### src/rtl/approx_prod_accumulator.sv
// Packet accumulator behind the approximate multiplier: sums in_last-delimited product
// beats and hands sum/count/overflow downstream. Define ACC_SAT_EN for saturating accumulation.
module approx_prod_accumulator #(
  parameter  int PROD_W  = 16,
  parameter  int ACC_W   = 24,
  parameter  int MAX_LEN = 256,
  localparam int CNT_W   = $clog2(MAX_LEN + 1)
) (
  input  logic              clk,
  input  logic              rst_n,
  input  logic              in_valid,
  output logic              in_ready,
  input  logic [PROD_W-1:0] in_prod,
  input  logic              in_last,
  output logic              out_valid,
  input  logic              out_ready,
  output logic [ACC_W-1:0]  out_sum,
  output logic [CNT_W-1:0]  out_count,
  output logic              out_overflow
);

  typedef enum logic [1:0] {S_IDLE, S_ACC, S_HOLD} state_e;

  state_e             state_q, state_d;
  logic [ACC_W-1:0]   acc_q, acc_d;
  logic [CNT_W-1:0]   cnt_q, cnt_d;
  logic               ovf_q, ovf_d;

  logic               beat;
  logic [ACC_W:0]     sum_ext;
  logic               carry;
  logic [ACC_W-1:0]   acc_add;
  logic [CNT_W-1:0]   cnt_inc;
  logic               at_max;

  assign in_ready = (state_q != S_HOLD);
  assign beat     = in_valid & in_ready;

  always_comb begin
    sum_ext = {1'b0, acc_q} + (ACC_W+1)'(in_prod);
    carry   = sum_ext[ACC_W];
`ifdef ACC_SAT_EN
    // once clamped, any further non-zero product carries again, so acc stays pinned
    acc_add = carry ? {ACC_W{1'b1}} : sum_ext[ACC_W-1:0];
`else
    acc_add = sum_ext[ACC_W-1:0];
`endif
    cnt_inc = cnt_q + CNT_W'(1);
    at_max  = (cnt_inc == CNT_W'(MAX_LEN));
  end

  always_comb begin
    state_d = state_q;
    acc_d   = acc_q;
    cnt_d   = cnt_q;
    ovf_d   = ovf_q;
    unique case (state_q)
      S_IDLE: begin
        if (beat) begin
          acc_d   = ACC_W'(in_prod);
          cnt_d   = CNT_W'(1);
          ovf_d   = 1'b0;
          state_d = (in_last || (MAX_LEN == 1)) ? S_HOLD : S_ACC;
        end
      end
      S_ACC: begin
        if (beat) begin
          acc_d   = acc_add;
          cnt_d   = cnt_inc;
          ovf_d   = ovf_q | carry;
          // in_last and MAX_LEN on the same beat still close just once
          state_d = (in_last || at_max) ? S_HOLD : S_ACC;
        end
      end
      S_HOLD: begin
        if (out_ready) state_d = S_IDLE;
      end
      default: state_d = S_IDLE;
    endcase
  end

  always_ff @(posedge clk) begin
    if (!rst_n) begin
      state_q <= S_IDLE;
      acc_q   <= '0;
      cnt_q   <= '0;
      ovf_q   <= 1'b0;
    end else begin
      state_q <= state_d;
      acc_q   <= acc_d;
      cnt_q   <= cnt_d;
      ovf_q   <= ovf_d;
    end
  end

  always_comb begin
    out_valid    = (state_q == S_HOLD);
    out_sum      = out_valid ? acc_q : '0;
    out_count    = out_valid ? cnt_q : '0;
    out_overflow = out_valid & ovf_q;
  end

endmodule
### config.mk
export PLATFORM = sky130hd
export DESIGN_NAME = approx_prod_accumulator
export DESIGN_NICKNAME = d
export VERILOG_FILES = /design/src/rtl/approx_prod_accumulator.sv
export SDC_FILE = /design/constraint.sdc
export NUM_CORES = 1
export LEC_CHECK = 0
export CORE_ASPECT_RATIO = 1.5
export CORE_UTILIZATION = 45
export DETAILED_ROUTE_END_ITERATION = 10
export PLACE_DENSITY = 0.71
export SYNTH_ARGS = -nofsm -noshare
export SYNTH_HDL_FRONTEND = slang
export SYNTH_SLANG_ARGS = --single-unit
### constraint.sdc
create_clock -name clk -period 2.27 [get_ports clk]
set_input_delay 0.227 -clock clk [delete_from_list [all_inputs] [get_ports clk]]
set_output_delay 0.227 -clock clk [all_outputs]
set_load 0.005 [all_outputs]
== Word-level counts from Yosys, hierarchy flattened ==
Index checks and enable logic that the tools add are counted.

* Output and inout bits: 36
* Word-level logic and storage cells: 38
* Register bits after elaboration: 36

* Add/sub/neg operators: 2
* Multiplexer cells: 17
* Equal/unequal tests: 7
* Reduce and logical (&&, ||, !) cells: 5
* Bitwise logic cells: 3

{| class="wikitable"
|+ Operators with widths
! kind !! number
|-
| two-way mux 24 bit || 3
|-
| case mux 24 bit (2 select lines) || 1
|-
| two-way mux 9 bit || 3
|-
| adder 24 x 16 -> 25 bit || 1
|-
| case mux 9 bit (2 select lines) || 1
|-
| two-way mux 2 bit || 5
|-
| adder 9 x 1 -> 9 bit (second input constant) || 1
|-
| equality test 9 bit (second input constant) || 1
|-
| != test 2 bit (second input constant) || 3
|-
| case mux 2 bit (3 select lines) || 1
|-
| AND reduction 3 bit || 2
|-
| bitwise AND 1 bit || 2
|-
| equality test 2 x 1 -> 1 bit (second input constant) || 1
|-
| equality test 2 bit (second input constant) || 1
|-
| zero test 2 bit || 1
|-
| two-way mux 1 bit || 2
|-
| != test 2 x 1 -> 1 bit (second input constant) || 1
|-
| case mux 1 bit (2 select lines) || 1
|-
| nonzero test 2 bit || 1
|-
| logical OR 1 bit || 1
|-
| OR 1 bit || 1
|}

== Logic depth before layout (Yosys ltp) ==
Gate-level depths: netlist (run 1).

* Depth after elaboration: 6
* Gate-level depth with buffers: 9
* Depth with buffers taken out: 9

== Least setup slack after synthesis (run 1) ==
No wires, ideal clock.

* Path kind: flip-flop to flip-flop
* Start: reg acc_q[0]
* End: reg acc_q[20]
* Setup time: 71 ps
* Arrival: 2021 ps
* Cell stages (with the launch flop): 10
* Data required time: 2199 ps
* Path slack: 179 ps
* Path through: dfxtp_1 ha_1 inv_1 fa_1 nand2b_1 a21oi_2 nor3_2 o21a_1 or3_1 a21oi_1

* Cells in the longest elaborated chain, start to end: 3

{| class="wikitable"
|+ RTL lines
! item !! line !! text
|-
| start, declared || 25 || <nowiki>logic [ACC_W-1:0] acc_q, acc_d;</nowiki>
|-
| start signal, assigned || 85 || <nowiki>acc_q <= '0;</nowiki>
|-
| start signal, assigned || 90 || <nowiki>acc_q <= acc_d;</nowiki>
|-
| adder 24 x 16 -> 25 bit || 40 || <nowiki>sum_ext = {1'b0, acc_q} + (ACC_W+1)'(in_prod);</nowiki>
|-
| two-way mux 24 bit || 67 || <nowiki>if (beat) begin</nowiki>
|-
| case mux 24 bit (2 select lines) || 57 || <nowiki>unique case (state_q)</nowiki>
|}

Every way passes these cells. The select of a mux whose other input is x is not followed.
A chain may end at the register's enable or synchronous reset.

== Final worst setup path (run 1) ==
* Start: in in_prod[0]
* End: reg acc_q[20]

* Cells in the longest elaborated chain, start to end: 3

{| class="wikitable"
|+ RTL lines
! item !! line !! text
|-
| start, declared || 13 || <nowiki>input logic [PROD_W-1:0] in_prod,</nowiki>
|-
| adder 24 x 16 -> 25 bit || 40 ||
|-
| two-way mux 24 bit || 67 ||
|-
| case mux 24 bit (2 select lines) || 57 ||
|}

Every way passes these cells. The select of a mux whose other input is x is not followed.

==> results.toml, run 1 <==
[worst_setup_path]
path_buf_inv = 2
path_delay_family = "simple AND/OR/NAND/NOR gates"
cp-start-kind = "input pin"
critPathSlowestCell = "clkdlybuf4s50_1"
cp.depth = 10
rr_worst_depth = 9
critPathKind = "in -> reg"
critical_path.max_fanout = 3
cp_slowest_stage_delay_ns = 0.49
required_ns = 2.50
crit_chain = "clkdlybuf4s50_1 -> ha_1 -> inv_1 -> fa_2 -> nand2b_4 -> a21oi_4 -> nor3_2 -> o21a_1 -> or3_1 -> a21oi_1"
crit_arrival_ns = 2.42
endpoint_kind = "flip-flop"

[place]
dp_hpwl_um = 5450
port_buffers = 56
gp_congestion = 0.886

[logic_synthesis]
synthCells = 370
syn_avg_cell_area_um2 = 7.70
synthDistinctLibCells = 51
synthArstFlopShare_pct = 0
syn_nets = 410
synth-seq-cells = 36
ys_top_cells_by_count = "dfxtp_1, and2_1, nor2_1, a21oi_1, nand2_1"
seq_area_frac_synth_pct = 25.3
yosysMostFrequentCell = "dfxtp_1"
synth_top_area_cell = "dfxtp_1"
synth_edf_count = 0
synthTopCellsByArea = "dfxtp_1, ha_1, and2_1, a21oi_1, nor2_1"
synth_area_um2 = 2850
yosysTopAreaCellShare_pct = 25.3
synth-main-ff-cell = "dfxtp_1"
synthesis.yosys.warnings = 0

[power]
power.switching_w = 0.000554
pwr-share-seq_pct = 38.0
p_leak_nw = 1.49
powerDensity_nw_per_um2 = 475
combPwrFrac_pct = 29.5
swShare_pct = 30.9
clkPwrFrac_pct = 32.6
peakVddDrop_mv = 0.426
internal_power_w = 0.00124

[timing]
period_minus_slack_ns = 2.19
whs_ns = 0.468
hold_viol_final = 0
finalSetupViolations = 0
max_freq_ghz = 0.457
period_share_pct = 96.4
drv_slew = 0
rsz0062_at_grt = "false"
finClkSkew_ns = 0.00589
worst_slew_pin_slew_ns = 0.359
tns_ns = 0
relSlewSlack_pct = 75.9

[routing]
num_vias = 2952
routed_wl_um = 7360
first_pass_iters = 4
drc = 0
wl_per_cell_um = 14.2
via_per_inst = 5.70
drtIter0Drc = 107
final_antenna_net_count = 0

[clock_network]
htreeDepth = 2
cts_max_path_buffers = 2
cts.sinks = 36
cts_tree = "built"
holdBufCountCts = 0
cts_buffers = 5
worst_skew_pair.late_latency_ns = 0.29
clkTransAtPathRegs_ns = 0.08
cts_root_buf = "clkbuf_8"

[run]
drv_cap = 0

[floorplan]
start_util_pct = 46.5
die_area_um2 = 6660
num_io_pins = 57
die_h_um = 99.5
num_rows = 35
core-area_um2 = 6130
die_w_um = 67.0

[min_path]
hp-class = "reg -> reg"
whs_path_depth = 1

[grt]
grtUsageTotal_pct = 24.0
grt_overflow_total = 0
grt_max_degree = 27
grt_pass1_wl_um = 12400
grt_pass1_vias = 2823
antenna_found_initial = 0

[finish]
antenna_cells = 0
drive_above_1_share_pct = 12.6
layout-area-overhead-vs-synth_pct = 32.4
n_fill_cell = 593
multiInputGateArea_um2 = 2020
seq_area_um2 = 721
nets = 483

[outcome]
outcome = "complete, no violations"
==> routing by layer <==
layer	wire (um)	up-vias	global-route usage, %
met5	0	-	0
met1	3030	1389	27.3
met3	275	15	3.56
met2	3870	66	42.2
met4	181	0	12.1
li1	-	1482	-
==> metrics by stage <==
stage	worst slack (ns)	power (W)	std cells	util [%]	instance area, um2
3_3_place_gp	-0.279	0.00120	509	59.2	3630
3_5_place_dp	-0.380	0.00121	509	59.2	3630
5_1_grt	0.000428	0.00190	518	61.5	3770
4_1_cts	0.0183	0.00181	518	61.4	3770
6_report	0.0815	0.00179	518	61.5	3770
2_1_floorplan	0.179	0.00102	370	-	2850
==> power groups by stage <==
stage / sequential (W) / combinational, W / clock (W)
after floorplan: 0.000689 / 0.000327 / 0
after global placement: 0.000694 / 0.000505 / 0
after detailed placement: 0.000695 / 0.000517 / 0
after CTS: 0.000680 / 0.000526 / 0.000602
after global routing: 0.000685 / 0.000585 / 0.000626
final: 0.000680 / 0.000529 / 0.000584
==> final timing paths <==
path,from,slack [ns],end
setup / recovery,in_prod[0],0.08,acc_q[20]
hold / removal,ovf_q,0.47,ovf_q
setup reg to reg,acc_q[0],0.13,acc_q[20]
hold reg to reg,ovf_q,0.47,ovf_q
==> cell usage in the layout (no fill, tap or decap), types with 3 or more instances in the layout <==
master,n
clkdlybuf4s50_1,56
dfxtp_1,36
and2_1,35
nor2_1,35
a21oi_1,33
buf_4,28
nand2_1,27
o21ai_0,22
ha_1,18
xnor2_1,12
nor3b_1,10
nand3_1,10
a211oi_1,9
inv_1,8
o22ai_1,7
nand2b_1,6
nor3_1,6
and3_1,6
xor2_1,5
or3_1,5
mux2i_1,5
clkbuf_8,5
o21ai_1,4
a221oi_1,4
o211ai_2,3
a21o_1,3
o211ai_1,3
nor2b_1,3
a31oi_1,3
o21a_1,3
a22oi_1,3
==> layout make-up <==
| cell class | count | area share (%) |
|---|---|---|
| timing repair buffer | 85 | 21.0 |
| multi-input combinational | 305 | 53.5 |
| tap | 74 | 2.45 |
| inverter | 10 | 0.995 |
| clock inverter | 3 | 1.13 |
| clock buffer | 5 | 1.82 |
| sequential | 36 | 19.1 |
==> state kept, by name (all words and copies together) (netlist names) <==
| signal | cells |
|---|---|
| cnt_q | 9 |
| ovf_q | 1 |
| acc_q | 24 |
| state_q | 2 |
==> what timing repair did <==
item                       CTS  global route
pin swaps                    2             2
hold endpoints to repair     0             0
resized for setup            2             3
cloned                       0             0
buffers inserted             1             0
setup endpoints to repair    4            29
==> logic make-up after synthesis <==
logic type                 synth area share, %
and+or+nand+nor                           28.9
AOI/OAI and AO/OA                         25.7
DFF                                       25.3
buffers and inverters                     4.57
adders and majority gates                 8.61
xor gates and xnor gates                  5.23
muxes                                     1.76
Note: power is estimated with default switching activity, not from simulation.
==> run 2, diff against run 1 <==
- CTS_CLUSTER_SIZE: not set -> 16
==> results of run 2 <==
Final layout, timing and power as in run 1 (identical DEF).
==> run 3, diff against run 2 <==
- GPL_TIMING_DRIVEN: not set -> 0
==> results.toml, run 3 (synthesis results as in run 1) <==
[outcome]
outcome = "complete, no violations"

[routing]
via_per_inst = 5.62
first_pass_iters = 4
num_vias = 2862
drtIter0Drc = 135
drc = 0
wl_per_cell_um = 14.2
routed_wl_um = 7210
final_antenna_net_count = 0

[run]
drv_cap = 0

[finish]
antenna_cells = 0
largest-register = "acc_q"
nets = 474
final_cell_area_um2 = 3660
drive_above_1_share_pct = 9.20
layout-area-overhead-vs-synth_pct = 28.3
largest_reg_flops = 24
final_cell_mix = "clkdlybuf4s50_1, dfxtp_1, and2_1, nor2_1, a21oi_1"
fin_cells = 509
biggestRegsByFlops = "acc_q x24, cnt_q x9, state_q x2"
n_fill_cell = 589
final_common_cell = "clkdlybuf4s50_1"

[clock_network]
cts_buffers = 5
worst_skew_pair.late_latency_ns = 0.29
htreeDepth = 2
cts.sinks = 36
cts_root_buf = "clkbuf_8"
cts_tree = "built"
holdBufCountCts = 0
cts_max_path_buffers = 2
clkTransAtPathRegs_ns = 0.08

[timing]
period_share_pct = 98.1
worst_slew_pin_slew_ns = 0.561
drv_slew = 0
rsz0062_at_grt = "true"
hold_viol_final = 0
max_freq_ghz = 0.449
period_minus_slack_ns = 2.23
relSlewSlack_pct = 62.6
whs_ns = 0.465
tns_ns = 0
finClkSkew_ns = 0.00665
finalSetupViolations = 0

[floorplan]
core-area_um2 = 6130
num_rows = 35
num_io_pins = 57
start_util_pct = 46.5
die_w_um = 67.0
die_area_um2 = 6660
die_h_um = 99.5

[power]
powerDensity_nw_per_um2 = 453
p_total_w = 0.00166
p_leak_nw = 1.41
peakVddDrop_mv = 0.317

[grt]
grt_pass1_wl_um = 12100
grt_pass1_vias = 2722
grtUsageTotal_pct = 23.2
top_usage_layer = "met2"
met2_usage_pct = 40.2
grt.met3_usage_pct = 3.56
grt_max_degree = 13
grt_overflow_total = 0
grtUsageMet1_pct = 27.6
antenna_found_initial = 0

[worst_setup_path]
endpoint_kind = "flip-flop"
crit_arrival_ns = 2.45
cp.depth = 10
required_ns = 2.49
crit_chain = "clkdlybuf4s50_1 -> ha_2 -> inv_1 -> fa_2 -> nand2b_4 -> a21oi_4 -> nor3_2 -> o21a_2 -> or3_1 -> a21oi_1"
rr_worst_depth = 9
critical_path.max_fanout = 5
cp-start-kind = "input pin"
cp_slowest_stage_delay_ns = 0.49
critPathKind = "in -> reg"
critPathSlowestCell = "clkdlybuf4s50_1"
path_buf_inv = 2
path_delay_family = "simple AND/OR/NAND/NOR gates"

[min_path]
whs_path_depth = 1
hp-class = "reg -> reg"

[place]
dp_hpwl_um = 5470
placed_area_um2 = 3500
gp_congestion = 0.897
port_buffers = 56
dp_cells = 500
run 3: changes by cell type in the layout (fill, tap and decap cells not counted), sizes merged:
cell	change
buf	-19
clkbuf	+11
bufinv	-1
clkinv	-1
clkinvlp	+1
run 3: metrics by stage:
step | worst slack, ns | utilization (%)
floorplan | 0.179 | -
global placement | -0.398 | 57.1
detailed placement | -0.431 | 57.1
CTS | 0.00956 | 59.3
global route | -0.0564 | 59.6
finish | 0.0432 | 59.6
run 3: timing repair:
item	CTS	global route
cloned	0	0
pin swaps	2	3
setup endpoints to repair	33	8
resized for setup	11	3
setup buffers	0	1
run 3: final cells by class:
cell class | count | area [um2] | share of cell area, %
well taps | 74 | 92.6 | 2.53
multi-input cells | 305 | 2040 | 55.8
plain buffers | 19 | 98.8 | 2.70
repair buffers | 57 | 568 | 15.5
inverters | 10 | 37.5 | 1.03
clock buffers | 6 | 82.6 | 2.26
flip-flops and latches | 36 | 721 | 19.7
clock inverters | 2 | 15.0 | 0.411
run 3: where the power goes:
| group | internal (W) | switching (W) | total [W] |
|---|---|---|---|
| Clock | 0.000246 | 0.000256 | 0.000502 |
| Sequential | 0.000658 | 0.0000222 | 0.000680 |
| Combinational | 0.000208 | 0.000265 | 0.000473 |
| Total | 0.00111 | 0.000544 | 0.00166 |
run 3: worst paths after layout:
check,endpoint,slack [ns],from
min,ovf_q,0.47,ovf_q
min reg2reg,ovf_q,0.47,ovf_q
max,acc_q[20],0.04,in_prod[0]
max reg2reg,acc_q[20],0.11,acc_q[0]
run 3: per-layer routing:
layer | share of wire [%] | wire [um]
met1 | 43 | 3100
met2 | 51 | 3690
met4 | 2.6 | 187
met5 | 0 | 0
met3 | 3.3 | 236
run 3: worst register-to-register path: stages, from the launching register on:
cell      delay (ns)
dfxtp_1         0.35
ha_2            0.19
inv_1           0.05
fa_2            0.35
nand2b_4        0.16
a21oi_4         0.16
nor3_2          0.10
o21a_2          0.24
or3_1           0.35
a21oi_1         0.13
